### src/rtl/org16_pkg.sv
// ============================================================================
// Module      : org16_pkg
// Description : Shared width and word type for the 16-bit logic-unit blocks.
// Revision    : 1.0
// ============================================================================
`default_nettype none

package org16_pkg;

    localparam int DEFAULT_WIDTH = 16;

    typedef logic [DEFAULT_WIDTH-1:0] word_t;

endpackage : org16_pkg

`default_nettype wire

### src/rtl/org16_or2_cell.sv
// ============================================================================
// Module      : org16_or2_cell
// Description : Single-bit two-input OR gate, replicated per bit by org16.
// Revision    : 1.0
// ============================================================================
`default_nettype none

module org16_or2_cell
    import org16_pkg::*;
(
    input  logic a_i,
    input  logic b_i,
    output logic y_o
);

    assign y_o = a_i | b_i;

endmodule : org16_or2_cell

`default_nettype wire

### src/rtl/org16.sv
// ============================================================================
// Module      : org16
// Description : WIDTH-bit bitwise OR with registered result, valid and reductions.
// Revision    : 1.0
// ============================================================================
`default_nettype none

module org16
    import org16_pkg::*;
#(
    parameter int WIDTH = DEFAULT_WIDTH
) (
    input  logic             clk,
    input  logic             rst_n,
    input  logic [WIDTH-1:0] x,
    input  logic [WIDTH-1:0] y,
    input  logic             in_valid,
    output logic [WIDTH-1:0] out,
    output logic             out_valid,
    output logic             out_any,
    output logic             out_all
);

    logic [WIDTH-1:0] or_w;

    logic [WIDTH-1:0] out_q, out_d;
    logic             valid_q, valid_d;
    logic             any_q, any_d;
    logic             all_q, all_d;

    for (genvar i = 0; i < WIDTH; i++) begin : g_or
        org16_or2_cell u_cell (
            .a_i (x[i]),
            .b_i (y[i]),
            .y_o (or_w[i])
        );
    end

    // Operands are only looked at when qualified, so junk on x/y never reaches state.
    always_comb begin
        out_d   = out_q;
        any_d   = any_q;
        all_d   = all_q;
        valid_d = 1'b0;
        if (in_valid) begin
            out_d   = or_w;
            any_d   = |or_w;
            all_d   = &or_w;
            valid_d = 1'b1;
        end
    end

    always_ff @(posedge clk or negedge rst_n) begin
        if (!rst_n) begin
            out_q   <= '0;
            valid_q <= 1'b0;
            any_q   <= 1'b0;
            all_q   <= 1'b0;
        end else begin
            out_q   <= out_d;
            valid_q <= valid_d;
            any_q   <= any_d;
            all_q   <= all_d;
        end
    end

    assign out       = out_q;
    assign out_valid = valid_q;
    assign out_any   = any_q;
    assign out_all   = all_q;

endmodule : org16

`default_nettype wire

### config.mk
export PLATFORM = sky130hd
export DESIGN_NAME = org16
export DESIGN_NICKNAME = d
export VERILOG_FILES = /design/src/rtl/org16_pkg.sv /design/src/rtl/org16_or2_cell.sv /design/src/rtl/org16.sv
export SDC_FILE = /design/constraint.sdc
export NUM_CORES = 1
export LEC_CHECK = 0
export ABC_CLOCK_PERIOD_IN_PS = 970
export CORE_MARGIN = 4
export CORE_UTILIZATION = 35
export CTS_CLUSTER_SIZE = 14
export DETAILED_ROUTE_END_ITERATION = 6
export MAX_ROUTING_LAYER = met4
export PLACE_DENSITY = 0.82
export SKIP_LAST_GASP = 1
export SYNTH_ARGS = -nofsm -noshare
export SYNTH_HDL_FRONTEND = slang
export SYNTH_SLANG_ARGS = --single-unit
### constraint.sdc
create_clock -name clk -period 0.97 [get_ports clk]
set_input_delay 0.291 -clock clk [delete_from_list [all_inputs] [get_ports clk]]
set_output_delay 0.291 -clock clk [all_outputs]
set_load 0.02 [all_outputs]
==> run_results.csv <==
group,metric,value,unit
synthesis,ys_seq_area_frac,0.5775,
critical_path,crit_path_max_incr_delay,0.43,ns
critical_path,cp_cell_sequence,"buf_6",
detailed_routing,dr_total_vias,1057,
clock_tree,cts_sinks,19,
power,intPower,1.394,mW
global_routing,antenna_found_initial,0,
critical_path,critical_path_class,"register to primary output",
timing,setup_tns,-3.173,ns
power,clkPwrFrac,0.202,
floorplan,design.die.area,0.003192,sq mm
job,maxCapViolCount,0,
global_routing,grt_pass1_wl,4878,um
critical_path,timing.critical_path.fanout_max,2,
final_layout,finish.utilization,0.8078,
placed_design,dp_hpwl,2070,um
floorplan,row_count,17,
critical_path,critPathArrivalTime,0.86,ns
global_routing,grt_max_degree,34,
floorplan,start_util,0.3686,
placed_design,port_buffers,53,
clock_tree,root_buffer,"clkbuf_4",
timing,finalMaxSlewViolations,0,
synthesis,avgSynthCellArea,9.148,sq um
clock_tree,cts_buffers,3,
clock_tree,hold_buffers,0,
timing,setup_ws,-0.1839,ns
global_routing,grt_overflow_total,0,
critical_path,cp-endpoint,"out[4]",
power,pwr-share-comb,0.347,
critical_path,ff2ff_path_depth,2,
critical_path,path_depth,1,
global_routing,grt.total_usage,0.2021,
timing,rsz0062_at_grt,"true",
detailed_routing,ant_nets,0,
timing,fin_crit,1.154,ns
synthesis,synth_warnings,0,
clock_tree,path_clk_slew,0.11,ns
power,leakage,0.8081,nW
placed_design,dp_slack,-0.8183,ns
timing,min_period_over_period,1.190,
power,finalPower,1.976,mW
synthesis,synthesis.area,823.3,sq um
critical_path,required,0.68,ns
critical_path,slowest_stage,"dfrtp_1",
synthesis,syn_inst,90,
detailed_routing,wl_per_cell,16.01,um
clock_tree,clock_latency,0.28,ns
critical_path,crit_path_start_kind,"register",
synthesis,synth_fp_nets,125,
power,p_sw_frac,0.2947,
floorplan,fp.dieH,56.50,um
clock_tree,cts_tree,"built",
timing,hold_violations,0,
timing,worst_slew_pin_slew,0.3169,ns
worst_hold_path,hold_class,"input pin to register",
final_layout,diodes,0,
detailed_routing,firstDrtPassIters,4,
power,ir_drop,1.105,mV
synthesis,synth-seq-cells,19,
timing,fmax,866.6,MHz
timing,skew,0,ns
critical_path,r2r_slack,0.05,ns
synthesis,synth_cell_types,13,
floorplan,die_x,56.50,um
critical_path,critPathBufInv,1,
timing,hold_ws,0.3133,ns
detailed_routing,via_per_inst,5.156,
floorplan,core_area,0.002233,sq mm
critical_path,timing.rr.start,"out_any",
critical_path,path_delay_family,"flip-flops",
final_layout,drive_gt1_frac,0.5989,
run_status,violations,"setup timing",
critical_path,cp-startpoint,"out[4]",
detailed_routing,route.detailed.drc,0,
timing,setup_viol,21,
detailed_routing,drtIter0Drc,10,
final_layout,layout_common_cells,"buf_6, nor2_1, buf_4",
critical_path,cp-end-kind,"primary output",
detailed_routing,routed_wl,3283,um
power,power.density,1095,mW/mm^2
floorplan,io_pins,54,
final_layout,area_delta_synth_final,119.1,%
global_routing,grt_pass1_vias,1131,
timing,max_slew_margin,0.7887,
final_layout,final_common_cell,"buf_6",
power,seq_power_share,0.452,
clock_tree,cts_max_level,1,
power,power.switching,0.5825,mW
final_layout,nets,213,
clock_tree,cts_max_path_buffers,2,
placed_design,gp_congestion,0.7851,
critical_path,r2r-end,"out_any",
run_status,status,"finished, violations left",
[cell usage after synthesis]
| master | number | area share |
|---|---|---|
| inv_1 | 1 | 0.0046 |
| dfrtp_1 | 19 | 0.58 |
| o41ai_2 | 1 | 0.020 |
| nor2_1 | 32 | 0.15 |
| or2_2 | 1 | 0.0076 |
| clkbuf_1 | 4 | 0.018 |
| or4_1 | 3 | 0.027 |
| nor4_1 | 4 | 0.030 |
| nand4_1 | 3 | 0.023 |
| o41a_1 | 1 | 0.014 |
| o22ai_1 | 4 | 0.030 |
| a21oi_1 | 16 | 0.097 |
| nand2_1 | 1 | 0.0046 |
[repair_timing]
action	in CTS	in global routing
buffers inserted	4	9
gates resized for setup	245	35
pin swaps	14	8
setup endpoints to repair	37	21
[worst min-delay path by stage]
stage | endpoint | slack [ns] | depth (start not counted) | startpoint
detailed placement | out_all | 0.49 | 2 | out_all
finish | out[14] | 0.31 | 3 | y[14]
global placement | out_all | 0.48 | 2 | out_all
CTS | out[1] | 0.30 | 3 | x[1]
global route | out[1] | 0.30 | 3 | x[1]
floorplan | out[0] | -0.005 | 0 | rst_n
[cell families (layout without fill, tap and decap cells)]
logic type             Yosys count  after routing  share of synthesized area
AND/OR/NAND/NOR                 44             44                     0.2386
AO/OA/AOI/OAI                   22             22                     0.1611
flip-flops                      19             19                     0.5775
buffers and inverters            5             92                    0.02279
[power groups by stage]
| stage | Combinational (mW) | Clock (mW) | Sequential [mW] |
|---|---|---|---|
| after floorplan | 0.103 | 0 | 0.961 |
| after global placement | 0.544 | 0 | 0.891 |
| after detailed placement | 0.559 | 0 | 0.893 |
| after CTS | 0.612 | 0.391 | 0.890 |
| after global routing | 0.729 | 0.447 | 0.897 |
| final | 0.685 | 0.399 | 0.892 |
[sequential cells by signal (all words and copies together) (netlist names)]
signal and flops:
out_any 1, out 16, out_all 1, out_valid 1
[cell type report]
| class | count | area, sq um |
|---|---|---|
| Clock buffer | 4 | 26.28 |
| Fill cell | 123 | 429.2 |
| Inverter | 1 | 3.754 |
| Multi-Input combinational cell | 66 | 454.2 |
| Sequential cell | 19 | 475.5 |
| Tap cell | 28 | 35.03 |
| Timing Repair Buffer | 87 | 809.5 |
[metal layers]
| layer | up-vias | wire (um) | GRT usage | part of all wire |
|---|---|---|---|---|
| met5 | - | 0 | - | 0 |
| met4 | 0 | 89 | 0.08814 | 0.027 |
| met3 | 8 | 211 | 0.04368 | 0.064 |
| met2 | 49 | 1780 | 0.3663 | 0.54 |
| met1 | 506 | 1203 | 0.2063 | 0.37 |
| li1 | 494 | - | - | - |
[stage by stage]
stage / cell area, sq um / cells
5_1_grt: 1804 / 205
3_3_place_gp: 1579 / 188
2_1_floorplan: 862.1 / 90
6_report: 1804 / 205
4_1_cts: 1719 / 196
3_5_place_dp: 1579 / 188
(Power assumes the default switching activity.)
==> RTL change 1 (same settings) <==
The package constant `DEFAULT_WIDTH` goes from 16 to 20.
--- a/src/rtl/org16_pkg.sv
+++ b/src/rtl/org16_pkg.sv
@@ -7,7 +7,7 @@
 
 package org16_pkg;
 
-    localparam int DEFAULT_WIDTH = 16;
+    localparam int DEFAULT_WIDTH = 20;
 
     typedef logic [DEFAULT_WIDTH-1:0] word_t;
 
Interface: changed (resized out, x and y); port bits go from 54 to 66. No check against the original RTL was run, so the function may have changed too.
==> RTL change 1 against the unedited design <==
- the flow still finishes with violations (negative setup slack)
- sequential cell count rose by 4
- cell area rose by 7.9%
- final cell count rose by 8.3%
- wire length rose by 12%
- area after synthesis rose by 19%
- largest cell class unchanged
- highest routed layer unchanged
- sequential share of layout area rose by 3.2 points
- critical endpoint is now out[13]
- worst setup slack got worse by 0.012 ns
- total power rose by 12%
==> RTL change 1: results (changes against the unedited design) <==
Status = complete, but fails checks
Violated checks = negative setup slack
Largest net degree at the start of global routing = 24 (-29%)
Syn_nets = 149 (+19%)
Worst r2r path cells = 4 (+2)
Final setup fails = 24 (+14%)
Critical path origin = out[13]
Critical Path Sink = out[13]
Leakage = 0.870 nW (+7.7%)
Layout cells sized above 1 = 38.0% (-22 points)
Worst hold path class = input pin to asynchronous set/reset pin
Cell variety after synth = 14 (+1)
Post-DP HPWL = 2510 um (+21%)
Comb group = 687 uW (about the same)
Final Instance Area = 1950 sq um (+7.9%)
Reg2reg start = out[4]
DR WL/cell = 16.6 um (+3.9%)
Vias in the first global route = 1165 (+3.0%)
Met2 Wirelength = 2020 um (+14%)
Setup WS post-layout = -0.196 ns (-0.0117 ns)
Seq/Total Area, Yosys = 58.6% (+0.85 points)
Reg-to-Reg End = out[4]
GRT Util Overall = 20.0% (-0.20 points)
1st-pass router iterations = 6 (+2)
Slew of the pin with the lowest slew margin = 0.312 ns (-0.00451 ns)
Power Density = 1130 nW/um^2 (+3.5%)
Clock Latency Late Sink = 0.30 ns (+0.02 ns)
Compound-gate portion of the synthesized area = 12.1% (-4.0 points)
Max reg flops = 20 (+4)
Iteration-0 DRC count of the detailed router = 25 (+15)
Sw frac = 29.8% (+0.34 points)
GPL Wtd Cong = 0.800 (+1.9%)
Global-route wire length before repair = 5300 um (+8.6%)
I/O Buffers = 65 (+23%)
Placed inst area = 1740 sq um (+10%)
Hold WS = 0.305 ns (-0.00822 ns)
Placed insts = 206 (+9.6%)
Total negative setup slack = -4.13 ns (-0.957 ns)
Fillcell total = 178 (+45%)
Pre-CTS WS = -0.522 ns (+0.296 ns)
==> RTL change 1: cell types whose count changed after synthesis, moves of 2 or more <==
cell / before / now
or4_1: 3 / 0
o22ai_1: 4 / 0
dfrtp_1: 19 / 23
nand4_1: 3 / 5
nor2_1: 32 / 37
a21oi_1: 16 / 20
nor2_2: 0 / 5
clkbuf_1: 4 / 0
nand3_1: 0 / 2
buf_2: 0 / 3
buf_4: 0 / 2
==> RTL change 1: cell type report <==
class / instances / share of cell area (%)
inverter: 1 / 0.193
timing repair buffer: 87 / 43.6
tap: 30 / 1.93
clock inverter: 1 / 0.257
sequential: 23 / 29.6
clock buffer: 3 / 1.16
multi-input combinational: 77 / 23.3
==> RTL change 1: what timing repair did <==
item,CTS,global route
cloned,1,0
setup endpoints to repair,32,26
buffers inserted,8,3
pin swaps,26,3
gates resized for setup,195,7
hold buffers,0,0
endpoints found under the hold margin,0,0
==> RTL change 2 (config.mk and constraints unchanged) <==
Without the edit above. Register the output `out` once more, cleared by the reset; this adds one clock of latency there. The other outputs are not delayed to match.
--- a/src/rtl/org16.sv
+++ b/src/rtl/org16.sv
@@ -64,7 +64,13 @@
         end
     end
 
-    assign out       = out_q;
+    always_ff @(posedge clk or negedge rst_n) begin
+        if (!rst_n) begin
+            out <= '0;
+        end else begin
+            out <= out_q;
+        end
+    end
     assign out_valid = valid_q;
     assign out_any   = any_q;
     assign out_all   = all_q;
Behaviour: not the same (Yosys sat finds a counterexample within 4 cycles, from zero or initial values and one cycle with rst_n low).
==> RTL change 2 against the unedited design <==
- the flow still finishes with violations (negative setup slack)
- area after synthesis is 45% higher
- clock power is 100% higher
- worst setup slack worse by 0.037 ns
- wire length is 29% higher
- via count is 9.7% higher
- maximum frequency is 3.1% lower
- sequential cell count is 16 higher
- cell area is 23% higher
- non-clock buffer count is 5 lower
- total power is 56% higher
==> RTL change 2: results (changes against the unedited design) <==
Clock power share = 25.9% (+5.7 points)
Routed vias/inst = 5.04 (-2.2%)
Global-route wire length before repair = 6050 um (+24%)
Sw frac = 26.7% (-2.7 points)
Top cells by area, synth = dfrtp_1 (73%), nor2_1 (10%), a21oi_1 (7.1%)
Synth cell count leaders = dfrtp_1 (35), nor2_1 (32), a21oi_1 (17)
Longest Clk Path Bufs = 2 (unchanged)
Iteration-0 DRC count of the detailed router = 51 (+41)
Antenna cell count = 0 (unchanged)
Placed insts = 208 (+11%)
Fillcell total = 197 (+60%)
Total Routed Length = 4240 um (+29%)
TritonCTS Buffers = 5 (+2)
Status = complete, but fails checks
Placed inst area = 1930 sq um (+22%)
Cell variety after synth = 12 (-1)
Most used flip-flop cell after synthesis = dfrtp_1
Violated checks = negative setup slack
Total number of H-tree levels = 2 (+1)
Vias in the first global route = 1226 (+8.4%)
Layout cells sized above 1 = 44.6% (-15 points)
Fin nets = 221 (+3.8%)
Fin util = 70.4% (-10 points)
Crit path max-delay cell type = dfrtp_1
Critical path arrival = 0.90 ns (+0.04 ns)
Reg power frac = 52.6% (+7.4 points)
Largest registers = out x16, out_q x16
Reg2reg start = out_all
Seq/Total Area, Yosys = 73.5% (+16 points)
Largest net degree at the start of global routing = 36 (+5.9%)
Clock Latency Late Sink = 0.34 ns (+0.06 ns)
Syn_nets = 136 (+8.8%)
Reg clk slew, reported paths = 0.10 ns
Initial antenna violation count = 0 (unchanged)
GRT Util Overall = 19.8% (-0.44 points)
Slew headroom = 65.1% (-14 points)
Post-DP HPWL = 2660 um (+28%)
Max FO, Critical Path = 2 (unchanged)
Setup WS post-layout = -0.221 ns (-0.0373 ns)
Leakage = 0.975 nW (+21%)
Final setup fails = 20 (-4.8%)
Hold Crit Start = y[12]
Worst hold path class = input pin to register
Max IR drop VDD = 0.000719 V (-35%)
Mapped Cells = 101 (+12%)
GPL Wtd Cong = 0.764 (-2.7%)
I/O Buffers = 53 (unchanged)
Clock root buffer = clkbuf_4
CP delay by family, top = flip-flops
DR WL/cell = 18.4 um (+15%)
Max Clock Skew = 0.00864 ns (+0.00864 ns)
RTL change 2: cell type report:
type | instances | share of cell area (%)
Sequential cell | 35 | 39.5
Tap cell | 44 | 2.48
Clock inverter | 1 | 0.225
Clock buffer | 6 | 2.31
Timing Repair Buffer | 82 | 37.8
Multi-Input combinational cell | 62 | 17.8
RTL change 2: worst paths after layout:
path	endpoint	slack, ns	cells past startpoint
worst max-delay path	out_all	-0.22	1
worst min-delay path	out_q[12]	0.24	3
worst max register to register	out_all	0.08	2
worst min register to register	out[10]	0.39	0
max in group asynchronous	out_q[12]	0.47	2
min in group asynchronous	out[3]	0.32	2
RTL change 2: metal layers:
| layer | vias to the layer above | part of all wire [%] | global-route usage [%] | routed length, um |
|---|---|---|---|---|
| li1 | 513 | - | - | - |
| met1 | 576 | 36 | 20.5 | 1550 |
| met2 | 61 | 54 | 34.9 | 2270 |
| met3 | 10 | 7.1 | 5.10 | 300 |
| met4 | 0 | 2.8 | 8.88 | 117 |
| met5 | - | 0 | - | 0 |
RTL change 2: cells by family (layout without fill, tap and decap cells):
group	after synthesis	after routing	synth area share, %
DFF	35	35	73.5
and+or+nand+nor	43	43	16.8
AOI/OAI and AO/OA	19	19	8.50
buffers and inverters	4	89	1.26
RTL change 2: what timing repair did:
item / CTS / global route
buffers inserted: 10 / 5
resized for setup: 188 / 23
cloned: 1 / 0
setup endpoints to repair: 24 / 21
pin swaps: 21 / 15
RTL change 2: through the flow:
step                      power (mW)  setup TNS, ns  setup slack [ns]
final                           3.09          -3.46            -0.221
after global routing            3.21          -4.10            -0.249
after CTS                       3.04          -3.82            -0.232
after detailed placement        2.20         -11.28            -0.812
after global placement          2.17         -10.65            -0.746
after floorplan                 1.81         -0.311            -0.252
